===== src/rtl/ps2_keypad.sv =====
// PS/2 keyboard receiver: input conditioning, 11-bit frame deframer and
// scan-code set 2 decoder producing one-cycle game command pulses.
module ps2_keypad #(
  parameter int FILTER_LEN     = 8,
  parameter int TIMEOUT_CYCLES = 5000
) (
  input  logic       clk,
  input  logic       reset,
  input  logic       ps2_clk,
  input  logic       ps2_data,
  output logic [7:0] scan_code,
  output logic       scan_valid,
  output logic       frame_err,
  output logic       up,
  output logic       down,
  output logic       left,
  output logic       right,
  output logic       retract,
  output logic       retry
);

  localparam int FW = $clog2(FILTER_LEN + 1);
  localparam int TW = $clog2(TIMEOUT_CYCLES + 1);

  typedef enum logic [1:0] {IDLE, DATA, PARITY, STOP} state_t;

  // Synchronisers idle high so reset never fabricates a falling edge.
  logic          clk_s1_q, clk_s2_q, dat_s1_q, dat_s2_q;
  logic          filt_q, filt_d;
  logic [FW-1:0] fcnt_q, fcnt_d;
  logic          fall_q, fall_d;

  state_t        state_q;
  logic [2:0]    bit_cnt_q;
  logic [7:0]    shift_q;
  logic          par_q;
  logic [TW-1:0] to_cnt_q;
  logic          ext_q, brk_q;

  logic [7:0]    scan_code_q;
  logic          scan_valid_q, frame_err_q;
  logic          up_q, down_q, left_q, right_q, retract_q, retry_q;

  always_ff @(posedge clk) begin
    if (reset) begin
      clk_s1_q <= 1'b1;
      clk_s2_q <= 1'b1;
      dat_s1_q <= 1'b1;
      dat_s2_q <= 1'b1;
    end else begin
      clk_s1_q <= ps2_clk;
      clk_s2_q <= clk_s1_q;
      dat_s1_q <= ps2_data;
      dat_s2_q <= dat_s1_q;
    end
  end

  // Filtered clock flips only after FILTER_LEN consecutive differing samples.
  always_comb begin
    filt_d = filt_q;
    fcnt_d = '0;
    fall_d = 1'b0;
    if (clk_s2_q != filt_q) begin
      if (fcnt_q == FW'(FILTER_LEN - 1)) begin
        filt_d = clk_s2_q;
        fall_d = ~clk_s2_q;
      end else begin
        fcnt_d = fcnt_q + FW'(1);
      end
    end
  end

  always_ff @(posedge clk) begin
    if (reset) begin
      filt_q <= 1'b1;
      fcnt_q <= '0;
      fall_q <= 1'b0;
    end else begin
      filt_q <= filt_d;
      fcnt_q <= fcnt_d;
      fall_q <= fall_d;
    end
  end

  // Deframer, timeout watchdog and decoder share one registered FSM.
  always_ff @(posedge clk) begin
    if (reset) begin
      state_q      <= IDLE;
      bit_cnt_q    <= '0;
      shift_q      <= '0;
      par_q        <= 1'b0;
      to_cnt_q     <= '0;
      ext_q        <= 1'b0;
      brk_q        <= 1'b0;
      scan_code_q  <= '0;
      scan_valid_q <= 1'b0;
      frame_err_q  <= 1'b0;
      up_q         <= 1'b0;
      down_q       <= 1'b0;
      left_q       <= 1'b0;
      right_q      <= 1'b0;
      retract_q    <= 1'b0;
      retry_q      <= 1'b0;
    end else begin
      scan_valid_q <= 1'b0;
      frame_err_q  <= 1'b0;
      up_q         <= 1'b0;
      down_q       <= 1'b0;
      left_q       <= 1'b0;
      right_q      <= 1'b0;
      retract_q    <= 1'b0;
      retry_q      <= 1'b0;

      if (fall_q) begin
        to_cnt_q <= '0;
      end else if (state_q != IDLE) begin
        to_cnt_q <= to_cnt_q + TW'(1);
      end

      if (state_q != IDLE && !fall_q && to_cnt_q == TW'(TIMEOUT_CYCLES - 1)) begin
        state_q     <= IDLE;
        frame_err_q <= 1'b1;
        ext_q       <= 1'b0;
        brk_q       <= 1'b0;
        to_cnt_q    <= '0;
      end else if (fall_q) begin
        case (state_q)
          IDLE: begin
            if (!dat_s2_q) begin
              state_q   <= DATA;
              bit_cnt_q <= '0;
            end
          end
          DATA: begin
            shift_q   <= {dat_s2_q, shift_q[7:1]};
            bit_cnt_q <= bit_cnt_q + 3'd1;
            if (bit_cnt_q == 3'd7) state_q <= PARITY;
          end
          PARITY: begin
            par_q   <= dat_s2_q;
            state_q <= STOP;
          end
          STOP: begin
            state_q <= IDLE;
            if (dat_s2_q && (^{shift_q, par_q})) begin
              scan_code_q  <= shift_q;
              scan_valid_q <= 1'b1;
              if (shift_q == 8'hE0) begin
                ext_q <= 1'b1;
              end else if (shift_q == 8'hF0) begin
                brk_q <= 1'b1;
              end else begin
                if (!brk_q) begin
                  if (ext_q) begin
                    case (shift_q)
                      8'h75:   up_q    <= 1'b1;
                      8'h72:   down_q  <= 1'b1;
                      8'h6B:   left_q  <= 1'b1;
                      8'h74:   right_q <= 1'b1;
                      default: ;
                    endcase
                  end else begin
                    case (shift_q)
                      8'h66:   retract_q <= 1'b1;
                      8'h2D:   retry_q   <= 1'b1;
                      default: ;
                    endcase
                  end
                end
                ext_q <= 1'b0;
                brk_q <= 1'b0;
              end
            end else begin
              frame_err_q <= 1'b1;
              ext_q       <= 1'b0;
              brk_q       <= 1'b0;
            end
          end
          default: state_q <= IDLE;
        endcase
      end
    end
  end

  assign scan_code  = scan_code_q;
  assign scan_valid = scan_valid_q;
  assign frame_err  = frame_err_q;
  assign up         = up_q;
  assign down       = down_q;
  assign left       = left_q;
  assign right      = right_q;
  assign retract    = retract_q;
  assign retry      = retry_q;

endmodule


===== config.mk =====
export PLATFORM = sky130hd
export DESIGN_NAME = ps2_keypad
export DESIGN_NICKNAME = d
export VERILOG_FILES = /design/src/rtl/ps2_keypad.sv
export SDC_FILE = /design/constraint.sdc
export NUM_CORES = 1
export LEC_CHECK = 0
export ABC_CLOCK_PERIOD_IN_PS = 2100
export BUFFER_PORTS_ARGS = -buffer_cell sky130_fd_sc_hd__buf_4
export CORE_ASPECT_RATIO = 1.1
export CORE_MARGIN = 5
export CORE_UTILIZATION = 55
export CTS_BUF_LIST = sky130_fd_sc_hd__clkbuf_4
export DETAILED_ROUTE_END_ITERATION = 10
export PLACE_DENSITY = 0.77
export SLEW_MARGIN = 20
export SYNTH_ARGS = -nofsm -noshare
export SYNTH_HDL_FRONTEND = slang
export SYNTH_SLANG_ARGS = --single-unit

===== constraint.sdc =====
create_clock -name clk -period 2.1 [get_ports clk]
set_input_delay 0.42 -clock clk [delete_from_list [all_inputs] [get_ports clk]]
set_output_delay 0.42 -clock clk [all_outputs]
set_load 0.02 [all_outputs]

; Word level (Yosys, flattened, before mapping)
; Index checks and enable logic that the tools add are counted.
[totals]
wordCells = 98
output_inout_bits = 16
in_bits = 4
reg_bits = 55
[op_classes]
reduce_logical = 23
mux = 22
n_addsub = 3
n_eq_ne = 19
bitwise_logic = 8
[ops]
columns = operator, n
row1 = 8-bit by 7-bit == test with 1-bit output (second input constant), 5
row2 = 9-bit OR reduction, 2
row3 = 1-bit two-way mux, 17
row4 = 8-bit == test (second input constant), 2
row5 = 3-bit AND reduction, 5
row6 = 13-bit by 1-bit adder with 13-bit output (second input constant), 1
row7 = 13-bit == test (second input constant), 1
row8 = 3-bit OR reduction, 3
row9 = 9-bit parity, 1
row10 = 8-bit by 6-bit == test with 1-bit output (second input constant), 1
row11 = 1-bit NOT, 8
row12 = 2-bit case mux with 4 select lines, 1
row13 = 4-bit AND reduction, 2
row14 = 2-bit inequality test (second input constant), 3
row15 = 3-bit case mux with 2 select lines, 1
row16 = 4-bit by 1-bit adder with 4-bit output (second input constant), 1
row17 = 2-bit == test (second input constant), 2
row18 = 4-bit by 3-bit == test with 1-bit output (second input constant), 1
row19 = 2-bit two-way mux, 2
row20 = 2-bit nonzero test, 2
row21 = 4-bit OR reduction, 1
row22 = 3-bit by 1-bit adder with 3-bit output (second input constant), 1
row23 = 3-bit == test (second input constant), 1
row24 = 1-bit logical AND, 3
row25 = other kinds (8), 8

; Depth between registers and ports, before layout
[depth]
ltp_word = 6
mapped_depth = 9
ltp_nobuf = 7

; Worst setup path before layout
; Ideal clock, no wire load.
[synth_path]
path_kind = flip-flop to flip-flop
startpoint = register shift_q[2]
endpoint = register left_q, in the netlist left
path_stages_with_launch = 9
setup_time_ps = 88
period_less_slack_ps = 2124
t_required_ps = 2012
path_buffers = 3
setup_slack_ps = -24
t_arrival_ps = 2036
cell_sequence = dfxtp_1 -> buf_2 -> xor2_1 -> xnor3_1 -> mux2_4 -> buf_6 -> or2_1 -> buf_6 -> nor4_2
[synth_via]
elab_chain_cells = 4
word_cells_on_any_way = 8
classes_between = eq/ne (3) / mux (1) / bitwise (1) / reduce/logical (3)
[synth_rtl]
columns = item, line_no
row1 = "start, declared", 35  ; logic [7:0] shift_q;
row2 = "start signal, assigned", 135  ; shift_q <= {dat_s2_q, shift_q[7:1]};
row3 = 9-bit parity, 145  ; if (dat_s2_q && (^{shift_q, par_q})) begin
row4 = 1-bit logical AND, 145
row5 = 1-bit NOT (no source line), -
row6 = 9-bit OR reduction (no source line), -
row7 = "end signal, assigned", 100  ; left_q <= 1'b0;
row8 = "end signal, assigned", 109  ; left_q <= 1'b0;
row9 = "end signal, assigned", 158  ; 8'h6B: left_q <= 1'b1;
row10 = "end, declared", 42  ; logic up_q, down_q, left_q, right_q, retract_q, retry_q;
; Several ways; a longest one is shown, not always the timed one.
; A chain may end at the register's enable or synchronous reset.

; Worst setup path after layout
[layout_path]
startpoint = register shift_q[3]
endpoint = register down_q, in the netlist down
[layout_via]
elab_chain_cells = 4
word_cells_on_any_way = 8
classes_between = eq/ne (3) / mux (1) / bitwise (1) / reduce/logical (3)
[layout_rtl]
columns = item, line_no
row1 = 9-bit parity, 145
row2 = 1-bit logical AND, 145
row3 = 1-bit NOT (no source line), -
row4 = 9-bit OR reduction (no source line), -
row5 = "end signal, assigned", 99  ; down_q <= 1'b0;
row6 = "end signal, assigned", 108  ; down_q <= 1'b0;
row7 = "end signal, assigned", 157  ; 8'h72: down_q <= 1'b1;
row8 = "end, declared", 42
; Several ways; a longest one is shown, not always the timed one.

==> summary.json <==
{
  "power_and_ir_drop": {
    "p_int_uw": 1190,
    "sequential_fraction_of_design_power": 0.692,
    "power_switching_share": 0.213,
    "total_switching_power_uw": 323,
    "power.share.combinational": 0.018,
    "power_density_nw_per_um2": 567,
    "vdd_ir_drop_max_uv": 385,
    "power_leakage_uw": 0.00112,
    "clock_power_share": 0.290
  },
  "clocking": {
    "cts.htree.levels": 2,
    "max-clock-path-buffers": 2,
    "cts_made_buffers": 5,
    "ctsRootBufferMaster": "sky130_fd_sc_hd__clkbuf_4",
    "cts_tree": "built",
    "clkTransAtPathRegs_ns": 0.14,
    "cts_repair_resize_count": 0,
    "post_cts_setup_inserts": 0,
    "clock_sink_count": 55,
    "holdBufCountCts": 0,
    "clk_latency_ns": 0.37
  },
  "logic_synthesis": {
    "synth_enable_flop_cells": 0,
    "synth_compound_area_frac": 0.0619,
    "synth_cells": 252,
    "postSynth.asyncResetShare": 0,
    "syn_area_um2": 2380,
    "avgSynthCellArea_um2": 9.46,
    "synth.mux.area_fraction": 0.0483,
    "yosys.area_share.adder": 0.0420,
    "synth-xor-area-share": 0.0887,
    "synth-seq-area-share": 0.462,
    "synth.lib_cells_used.distinct": 42,
    "ff_latch_count_synth": 55,
    "ys.warnings.count": 0,
    "synthSimpleGateAreaFrac": 0.250,
    "synth_top_family_by_area": "simple AND/OR/NAND/NOR gates",
    "top_reg_cell_synth": "sky130_fd_sc_hd__dfxtp_1",
    "synthesized_nets": 264
  },
  "critical_path": {
    "crit_buf_inv": 0,
    "critical_path_class": "flip-flop to flip-flop",
    "critical_path.slowest_cell": "sky130_fd_sc_hd__xnor3_1",
    "timing.reg2reg.worst_path_depth": 5,
    "max_stage_delay_ns": 0.46,
    "startpoint_type": "flip-flop",
    "timing.critical_path.depth": 5,
    "timing.critical_path.arrival_ns": 2.28,
    "required_ns": 2.39,
    "critical_path.top_delay_family": "XOR/XNOR gates",
    "timing.critical_path.cells": "xnor2_2, xnor3_1, mux2_4, or2_1, nor4_2",
    "critical_path.max_fanout": 7,
    "setup.worst_path.end_class": "flip-flop"
  },
  "die": {
    "die_x_um": 72.8,
    "dieHeight_um": 79.0,
    "core_area_um2": 4250,
    "std_cell_rows": 25,
    "initial_core_utilization": 0.560,
    "die_footprint_um2": 5750,
    "num_io_pins": 20
  },
  "global_route": {
    "grt_usage": 0.172,
    "first_global_vias": 1726,
    "grt_first_pass_wirelength_um": 7850,
    "initial_antenna_violation_count": 0,
    "grt_max_degree": 30,
    "grt-ovfl-total": 0
  },
  "route": {
    "post_drt_wl_per_cell_um": 13.4,
    "route.detailed.drc": 0,
    "routed-via-count": 1777,
    "firstDrtPassIters": 4,
    "drt-vias-per-instance": 5.37,
    "drt_iter0_markers": 111,
    "detail_route.wirelength_um": 4440,
    "antenna_left": 0
  },
  "placed_design": {
    "hpwlAfterDp_um": 3260,
    "numPortBuffers": 19,
    "globalplace.congestion": 0.848
  },
  "timing": {
    "post-route-period-util": 0.947,
    "finClkSkew_ns": 0.00911,
    "finalCriticalPeriod_ns": 1.99,
    "worst_max_slew_margin_expressed_relative_to_the_limit": 0.736,
    "drv_slew": 0,
    "rsz_0062_raised_after_global_routing": "false",
    "max_slew.worst_pin.slew_ns": 0.391,
    "timing_hold_violations_final": 0,
    "max_clock_freq_ghz": 0.503,
    "setup_tns_ns": 0,
    "setup_viol_count_final": 0,
    "final_hold_slack_ns": 0.225
  },
  "finish": {
    "nNetsFinal": 288,
    "syn_to_final_growth_pct": 12.2,
    "final_cell_mix": "sky130_fd_sc_hd__dfxtp_1, sky130_fd_sc_hd__nor2_1, sky130_fd_sc_hd__buf_4",
    "insertedDiodeCount": 0,
    "final_layout_size_suffix_gt1_frac": 0.188,
    "finish.utilization": 0.629,
    "layout_commonest_cell": "sky130_fd_sc_hd__dfxtp_1"
  },
  "outcome": {
    "outcome": "finished, final reports clean"
  },
  "job": {
    "maxCapViolCount": 0
  },
  "worst_hold_path": {
    "hold_class": "input pin to flip-flop",
    "hold_critical_path_depth": 2
  }
}
==> layer usage <==
metal  track usage  part of all wire  up-vias
met1         0.205              0.45      833
met4        0.0646             0.011        0
met5             0                 0        -
li1              -                 -      904
met3        0.0506             0.047        6
met2         0.290              0.49       34
==> power by group through the flow <==
stage               Sequential, uW  Combinational, uW  Clock, uW
floorplan                     1070               18.1          0
global placement              1070               27.5          0
detailed placement            1070               27.7          0
CTS                           1050               27.6        463
global route                  1050               30.5        507
finish                        1050               27.6        440
==> cell usage after synthesis (3+ instances only) <==
library cell               number  area [um2]
sky130_fd_sc_hd__inv_1          6        22.5
sky130_fd_sc_hd__nand2_1       19        71.3
sky130_fd_sc_hd__buf_6          3        33.8
sky130_fd_sc_hd__xnor2_1       10        87.6
sky130_fd_sc_hd__nor2_1        33         124
sky130_fd_sc_hd__dfxtp_1       55        1100
sky130_fd_sc_hd__nand3b_1       4        30.0
sky130_fd_sc_hd__o21ai_0        3        15.0
sky130_fd_sc_hd__or2_2          5        31.3
sky130_fd_sc_hd__a21oi_1       13        65.1
sky130_fd_sc_hd__nor4b_1        3        26.3
sky130_fd_sc_hd__nand3_1       13        65.1
sky130_fd_sc_hd__xor2_1         9        78.8
sky130_fd_sc_hd__and3_1         4        25.0
sky130_fd_sc_hd__ha_1           8         100
sky130_fd_sc_hd__nor3_1         6        30.0
sky130_fd_sc_hd__nand4_1        5        31.3
sky130_fd_sc_hd__clkbuf_1      10        37.5
sky130_fd_sc_hd__mux2i_1       10         100
==> final cells by class <==
cell class	count	area [um2]
clock inverters	2	7.51
multi-input cells	175	1180
fillers	379	1580
flip-flops and latches	55	1110
inverters	6	22.5
well taps	54	67.6
repair buffers	33	248
clock buffers	6	45.0
==> state kept, by name (all words and copies together) (netlist names), 2 cells and up <==
| register | flops |
|---|---|
| to_cnt_q | 13 |
| scan_code | 8 |
| shift_q | 8 |
| fcnt_q | 4 |
| bit_cnt_q | 3 |
| state_q | 2 |
==> cell families after synthesis <==
kind of cell             after synthesis
AO/OA/AOI/OAI                         24
XOR/XNOR                              21
adder cells (fa/ha/maj)                8
buffers and inverters                 22
flip-flops                            55
multiplexers                          11
AND/OR/NAND/NOR                      111
==> worst register-to-register path: cells and delay by family (launching register included) <==
| kind | cells | cell delay [ns] |
|---|---|---|
| xor gates and xnor gates | 2 | 0.61 |
| DFF | 1 | 0.40 |
| muxes | 1 | 0.32 |
| and+or+nand+nor | 2 | 0.58 |
==> path summary, 6_finish.rpt <==
check | start | to | slack (ns)
max reg2reg | shift_q[3] | down | 0.11
max | shift_q[3] | down | 0.11
min | ps2_data | dat_s1_q | 0.22
min reg2reg | dat_s1_q | dat_s2_q | 0.43
==> metrics by stage <==
stage | cells | instance area, um2 | setup WS [ns] | power [uW]
after floorplan | 252 | 2410 | 0.00992 | 1090
after global placement | 323 | 2620 | 0.177 | 1100
after detailed placement | 323 | 2620 | 0.122 | 1100
after CTS | 331 | 2670 | 0.0904 | 1540
after global routing | 331 | 2680 | 0.0115 | 1590
final | 331 | 2680 | 0.112 | 1520
(Power assumes the default switching activity.)
